File: src/rtl/alu_issue.sv
// RV32I ALU-op issue buffer. Each instruction is decoded when it is pushed, so the
// FIFO holds ready-to-use ALU operands, mode, rd and an illegal flag.
module alu_issue #(
    parameter int DEPTH = 2
) (
    input  logic        clk,
    input  logic        rst_n,
    input  logic        in_valid,
    output logic        in_ready,
    input  logic [31:0] instr,
    input  logic [31:0] rs1_data,
    input  logic [31:0] rs2_data,
    output logic        out_valid,
    input  logic        out_ready,
    output logic [31:0] alu_a,
    output logic [31:0] alu_b,
    output logic [2:0]  alu_mode,
    output logic [4:0]  rd,
    output logic        illegal,
    output logic [15:0] illegal_count
);

    localparam int PTR_W = (DEPTH > 1) ? $clog2(DEPTH) : 1;
    localparam logic [PTR_W:0] DEPTH_C = DEPTH[PTR_W:0];

    localparam logic [6:0] OPC_OP     = 7'b0110011;
    localparam logic [6:0] OPC_OP_IMM = 7'b0010011;
    localparam logic [6:0] F7_ZERO    = 7'h00;
    localparam logic [6:0] F7_ALT     = 7'h20;

    typedef struct packed {
        logic [31:0] a;
        logic [31:0] b;
        logic [2:0]  mode;
        logic [4:0]  rd;
        logic        ill;
    } entry_t;

    entry_t             mem_q [DEPTH];
    logic [PTR_W-1:0]   wr_ptr_q, wr_ptr_d;
    logic [PTR_W-1:0]   rd_ptr_q, rd_ptr_d;
    logic [PTR_W:0]     count_q, count_d;
    logic [15:0]        ill_cnt_q, ill_cnt_d;

    logic               push, pop;
    entry_t             dec;
    entry_t             head;

    logic [6:0]         opcode;
    logic [2:0]         funct3;
    logic [6:0]         funct7;
    logic [31:0]        imm_i;
    logic [31:0]        shamt;
    logic               legal;
    logic [2:0]         mode;
    logic [31:0]        op_b;
    logic               unused_rs1_field;

    assign opcode = instr[6:0];
    assign funct3 = instr[14:12];
    assign funct7 = instr[31:25];
    assign imm_i  = {{20{instr[31]}}, instr[31:20]};
    assign shamt  = {27'b0, instr[24:20]};
    // Register indices for the source operands arrive already resolved in rs1/rs2_data.
    assign unused_rs1_field = ^instr[19:15];

    // The mode encoding matches funct3 for every base-form op, so only sub/sra need remapping.
    always_comb begin
        legal = 1'b0;
        mode  = 3'b000;
        op_b  = 32'b0;
        case (opcode)
            OPC_OP: begin
                op_b = rs2_data;
                if (funct7 == F7_ZERO && funct3 != 3'b010 && funct3 != 3'b011) begin
                    legal = 1'b1;
                    mode  = funct3;
                end else if (funct7 == F7_ALT && funct3 == 3'b000) begin
                    legal = 1'b1;
                    mode  = 3'b010;
                end else if (funct7 == F7_ALT && funct3 == 3'b101) begin
                    legal = 1'b1;
                    mode  = 3'b011;
                end
            end
            OPC_OP_IMM: begin
                case (funct3)
                    3'b000, 3'b100, 3'b110, 3'b111: begin
                        legal = 1'b1;
                        mode  = funct3;
                        op_b  = imm_i;
                    end
                    3'b001: begin
                        op_b = shamt;
                        if (funct7 == F7_ZERO) begin
                            legal = 1'b1;
                            mode  = 3'b001;
                        end
                    end
                    3'b101: begin
                        op_b = shamt;
                        if (funct7 == F7_ZERO) begin
                            legal = 1'b1;
                            mode  = 3'b101;
                        end else if (funct7 == F7_ALT) begin
                            legal = 1'b1;
                            mode  = 3'b011;
                        end
                    end
                    default: legal = 1'b0;
                endcase
            end
            default: legal = 1'b0;
        endcase
    end

    always_comb begin
        dec = '0;
        if (legal) begin
            dec.a    = rs1_data;
            dec.b    = op_b;
            dec.mode = mode;
            dec.rd   = instr[11:7];
            dec.ill  = 1'b0;
        end else begin
            dec.ill  = 1'b1;
        end
    end

    assign in_ready  = (count_q < DEPTH_C);
    assign out_valid = (count_q != '0);
    assign push      = in_valid && in_ready;
    assign pop       = out_valid && out_ready;

    always_comb begin
        wr_ptr_d  = wr_ptr_q;
        rd_ptr_d  = rd_ptr_q;
        count_d   = count_q;
        ill_cnt_d = ill_cnt_q;
        if (push) begin
            wr_ptr_d = wr_ptr_q + PTR_W'(1);
        end
        if (pop) begin
            rd_ptr_d = rd_ptr_q + PTR_W'(1);
        end
        case ({push, pop})
            2'b10:   count_d = count_q + (PTR_W+1)'(1);
            2'b01:   count_d = count_q - (PTR_W+1)'(1);
            default: count_d = count_q;
        endcase
        if (push && dec.ill && ill_cnt_q != 16'hFFFF) begin
            ill_cnt_d = ill_cnt_q + 16'd1;
        end
    end

    always_ff @(posedge clk or negedge rst_n) begin
        if (!rst_n) begin
            wr_ptr_q  <= '0;
            rd_ptr_q  <= '0;
            count_q   <= '0;
            ill_cnt_q <= '0;
        end else begin
            wr_ptr_q  <= wr_ptr_d;
            rd_ptr_q  <= rd_ptr_d;
            count_q   <= count_d;
            ill_cnt_q <= ill_cnt_d;
        end
    end

    // Storage needs no reset: stale entries are never visible while count is zero.
    always_ff @(posedge clk) begin
        if (push) begin
            mem_q[wr_ptr_q] <= dec;
        end
    end

    assign head          = mem_q[rd_ptr_q];
    assign alu_a         = out_valid ? head.a    : 32'b0;
    assign alu_b         = out_valid ? head.b    : 32'b0;
    assign alu_mode      = out_valid ? head.mode : 3'b0;
    assign rd            = out_valid ? head.rd   : 5'b0;
    assign illegal       = out_valid ? head.ill  : 1'b0;
    assign illegal_count = ill_cnt_q;

endmodule

File: config.mk
export PLATFORM = sky130hd
export DESIGN_NAME = alu_issue
export DESIGN_NICKNAME = d
export VERILOG_FILES = /design/src/rtl/alu_issue.sv
export SDC_FILE = /design/constraint.sdc
export NUM_CORES = 1
export LEC_CHECK = 0
export ABC_AREA = 1
export CAP_MARGIN = 15
export CORE_UTILIZATION = 45
export CTS_BUF_LIST = sky130_fd_sc_hd__clkbuf_16
export DETAILED_ROUTE_END_ITERATION = 7
export PLACE_DENSITY_LB_ADDON = 0.15
export SYNTH_ARGS = -nofsm -noshare
export SYNTH_HDL_FRONTEND = slang
export SYNTH_SLANG_ARGS = --single-unit
export TNS_END_PERCENT = 30
File: constraint.sdc
create_clock -name clk -period 3.9 [get_ports clk]
set_clock_uncertainty 0.2 [all_clocks]
set_input_delay 0.585 -clock clk [delete_from_list [all_inputs] [get_ports clk]]
set_output_delay 0.585 -clock clk [all_outputs]
set_load 0.03 [all_outputs]
Yosys cells after proc, flatten, opt, wreduce, memory -nomap -nowiden

Memories as Yosys holds them, arrays and structs flattened.
Index checks and enable logic that the tools add are counted.

Add/sub/neg operators: 5
$lt $le $gt $ge: 1
Equality and inequality tests: 13
Muxes and demuxes: 28
Reductions and logical operators: 14

Operators with widths:

| kind                    | number |
|---|---|
| $pmux W32 S2            | 2 |
| $mux W72                | 1 |
| $mux W32                | 2 |
| $add A16 B1 Y16 const B | 1 |
| $ne A16 B16 Y1 const B  | 1 |
| $eq A7 B6 Y1 const B    | 2 |
| $eq A3 B3 Y1 const B    | 4 |
| $mux W1                 | 11 |
| $mux W3                 | 3 |
| $pmux W3 S3             | 1 |
| $logic_and A1 B1 Y1     | 8 |
| $eq A7 B5 Y1 const B    | 1 |
| $logic_not A7 Y1        | 1 |
| $mux W2                 | 3 |
| $ne A3 B2 Y1 const B    | 2 |
| $pmux W3 S2             | 1 |
| $mux W5                 | 1 |
| $pmux W2 S2             | 1 |
| $reduce_bool A2 Y1      | 2 |
| $reduce_or A4 Y1        | 1 |
| $eq A3 B1 Y1 const B    | 1 |
| $logic_not A3 Y1        | 1 |
| $pmux W1 S3             | 1 |
| $add A1 B1 Y1 const B   | 2 |
| 7 further kinds         | 7 |

Flip-flop bits (word level): 20
RAM bits: 146
Memories kept: 1

Memories:

| name  | depth | width | rd ports | clocked after memory_dff | wr ports | line | text |
|---|---|---|---|---|---|---|---|
| mem_q | 2     | 73    | 1        | 0                        | 1        | 39   | `entry_t mem_q [DEPTH];` |

Logic depth before layout (Yosys ltp)

Gate-level depths: netlist of the first run.

Depth after elaboration: 9
Depth in mapped cells: 10

Least setup slack after synthesis of the first run

No wires, ideal clock.

Path kind: flip-flop to flip-flop
Start point: register count_q[1]
End point: memory mem_q[0][0] in the netlist's numbering (enable)
Library setup time: 0.505 ns
Data arrival time: 3.872 ns
Data required time: 3.195 ns
Setup slack: -0.677 ns
Cell stages (with the launch flop): 4
Buffers on the path: 0
Clock period less this slack: 4.577 ns
Path through: dfrtp_1 -> inv_1 -> nand2_1 -> nor2_1

Word-level cells in the longest chain between the ends: 4

RTL lines:

| what                          | line | text |
|---|---|---|
| start: declaration            | 42   | `logic [PTR_W:0] count_q, count_d;` |
| start signal: assignment      | 165  | `count_q <= count_d;` |
| $lt A2 B2 Y1                  | 130  | `assign in_ready = (count_q < DEPTH_C);` |
| named net in_ready            | 9    | `output logic in_ready,` |
| $logic_and A1 B1 Y1           | 132  | `assign push = in_valid && in_ready;` |
| $mux W1                       | 172  | `if (push) begin` |
| $mux W1 (implied by the code) | 173  | `mem_q[wr_ptr_q] <= dec;` |
| end: declaration              | 39   |  |

The timed path passes the listed nets, and every way through them passes these cells.

Worst setup path in the final report of the first run

Start point: register rd_ptr_q
End point: output port alu_b[23]

Word-level cells in the longest chain between the ends: 2

RTL lines:

| what                     | line | text |
|---|---|---|
| start: declaration       | 41   | `logic [PTR_W-1:0] rd_ptr_q, rd_ptr_d;` |
| start signal: assignment | 164  | `rd_ptr_q <= rd_ptr_d;` |
| $mem_v2 Z2 W73           | --   |  |
| $mux W32                 | 179  | `assign alu_b = out_valid ? head.b : 32'b0;` |
| end: declaration         | 16   | `output logic [31:0] alu_b,` |

No other way between the ends.

==> results of run 1 <==
worst paths after layout:
path                                  startpoint                 to  slack (ns)  cells after the start
worst max register to register  illegal_count[1]  illegal_count[14]        1.81                      8
worst max-delay path                    rd_ptr_q          alu_b[23]        0.58                      4
worst min register to register        count_q[0]         count_q[0]        0.37                      1
max in group asynchronous                  rst_n           rd_ptr_q        2.36                      1
worst min-delay path                  count_q[0]         count_q[0]        0.37                      1
min in group asynchronous                  rst_n  illegal_count[14]        0.49                      1
logic make-up after synthesis:
kind of cell,count (synthesis)
adders and majority gates,2
and+or+nand+nor,344
buffers and inverters,112
xor gates and xnor gates,15
AOI/OAI and AO/OA,135
DFF,166
area by class of cell:
class | count | share of cell area
Clock buffer | 17 | 0.0405
Clock inverter | 14 | 0.0168
Inverter | 72 | 0.0260
Multi-Input combinational cell | 496 | 0.235
Sequential cell | 166 | 0.465
Tap cell | 220 | 0.0262
Timing Repair Buffer | 197 | 0.190
Yosys cell counts (all sizes together), types with 2 or more instances:
library cell    n
a21oi         109
buf            24
clkbuf         16
dfrtp          20
edfxtp        146
ha              2
inv            72
nand2         239
nand3          11
nand4          20
nor2           62
nor3           10
o21ai           8
o21bai         16
xor2           14
where the power goes:
| part | leakage [µW] | switching [µW] | internal, µW | total [µW] |
|---|---|---|---|---|
| Clock | 0.000295 | 681 | 1010 | 1690 |
| Sequential | 0.00160 | 68.7 | 2230 | 2300 |
| Combinational | 0.00226 | 1950 | 1100 | 3060 |
| Total | 0.00415 | 2700 | 4350 | 7050 |
registers in the layout, indices dropped and copies added (netlist names):
| register | cells |
|---|---|
| wr_ptr_q | 1 |
| rd_ptr_q | 1 |
| mem_q | 146 |
| count_q | 2 |
| illegal_count | 16 |
worst max-delay path: cells and delay by family (launching register included):
kind                   cells  cell delay, ns
and+or+nand+nor            1            0.11
DFF                        1            0.36
AOI/OAI and AO/OA          1            0.22
buffers and inverters      2            1.36
per-layer routing:
| layer | up-vias | part of all wire | track usage |
|---|---|---|---|
| li1 | 2946 | - | - |
| met1 | 2786 | 0.43 | 0.265 |
| met2 | 175 | 0.50 | 0.356 |
| met3 | 16 | 0.055 | 0.0457 |
| met4 | 0 | 0.011 | 0.0676 |
| met5 | - | 0 | 0 |
per-stage QoR:
step / hold WS [ns] / setup TNS, ns
2_1_floorplan: 0.0894 / -98.81
3_3_place_gp: 0.353 / 0
3_5_place_dp: 0.363 / 0
4_1_cts: 0.372 / 0
5_1_grt: 0.424 / 0
6_report: 0.371 / 0
==> run metrics, run 1 <==
Final GP Congestion=0.886; mux share of post-synthesis cell area=0; unique cell type count in the Yosys netlist=34; worst-case vdd ir drop=0.000344 V; largest net degree at the start of global routing=75; RSZ-0062 raised after global routing=no; most frequent cells in the layout=nand2_1, clkdlybuf4s50_1, edfxtp_1; design area=10500 µm²; Die Span X=134 µm; max capacitance violation total=0; placed cell area=9900 µm²; dpl ws=0.693 ns; Max stage delay cell, worst path=clkdlybuf4s50_1; worst slew pin tran=0.952 ns; hold crit path type=reg2reg; port buffer count=185; fillers=1390; final net count=1052; vias=5923; Rows=47; Final Cycle Share=0.852; Sink Count=166; Mapped Avg Cell Area=10.1 µm²; Post-Synth Simple-Gate Area=0.185; WP data required=3.12 ns; Synth area leader=edfxtp_1; # placed instances=1151; Mapped Area=7820 µm²; Multi-input gate area=2470 µm²; non-filler cells in the finished layout=1182; Most used DFF post-synth=edfxtp_1; final worst setup slack=0.578 ns; commonest non-fill, non-tap cell in the layout=nand2_1; Routed WL per cell=15.2 µm; post-layout util=0.626; diode count=0; later-pin clock latency in the skew report=0.42 ns; clock slew at reported path FFs=0.06 ns; first-pass GRT wire length=28700 µm; status=completed; Async SR Flop Fraction=0.120; Power, Total=7050 µW; Max Fclk=301 MHz; die area=17900 µm²; CP max FO=74; post-DP HPWL=11100 µm; CTS H-tree depth=4; synth-to-layout area growth=34.3%; core area=16800 µm²; DR iter-0 viols=339; Pre-Repair DR Iteration Count=5; gr ovfl total=0; CP Launch Type=flip-flop; number of setup buffers added after CTS=0; Max Slew Vio Count=0; critical path, cell by cell=buf_4 -> nand2_1 -> a21oi_1 -> clkdlybuf4s50_1; Lkg Pwr=0.00415 µW; Routed WL=17900 µm; flops & latches, synth=166; CTS tree=built; CP Capture Type=output pin; PD cells=672 nW/µm²; Die H=134 µm; CTS Hold Buffers Added=0; EDFF count, synth=146; register area share after synthesis=0.625; Synth area leaders=edfxtp_1, nand2_1, dfrtp_1; gr usage total=0.209; fraction of layout cells with a size suffix above 1=0.0977; Adder-Cell Fraction of Synth Area=0.00320; CTS root buf=clkbuf_16; sequential cell area=4890 µm²; antenna viol nets, final=0; CP peak stage delay=0.73 ns; Avg Vias per Cell=5.01; Crit Path Class=reg2out; Tmin final=3.32 ns; starting density of the core=0.466; final-report hold violation count=0; yosys warns=0; Max Root-Sink Buffers=2; vias in the first global route=5768; Arrival @ worst endpoint=2.54 ns; CTS Buf Count=17; Final setup violation count=0; Post-CTS Resized=0; Max-Slew Margin vs Limit=0.363; Synth Area in XOR/XNOR=0.0168; largest family of logic cells by synthesized area=simple AND/OR/NAND/NOR gates; synthesized net count=876; post-synth top area share=0.561; Synth Area in Compound Gates=0.107; initial antenna violation count=0; Residual DRC=0; Mapped Cells=774; Top Ports=191
Note: power is estimated with default switching activity, not from simulation.
==> run 2, diff against run 1 <==
--- a/config.mk
+++ b/config.mk
@@ -10,6 +10,8 @@
 export CORE_UTILIZATION = 45
 export CTS_BUF_LIST = sky130_fd_sc_hd__clkbuf_16
 export DETAILED_ROUTE_END_ITERATION = 7
+export GPL_ROUTABILITY_DRIVEN = 0
+export HOLD_SLACK_MARGIN = 0.02
 export PLACE_DENSITY_LB_ADDON = 0.15
 export SYNTH_ARGS = -nofsm -noshare
 export SYNTH_HDL_FRONTEND = slang
==> results of run 2 <==
Final layout, timing and power as in run 1 (identical DEF).
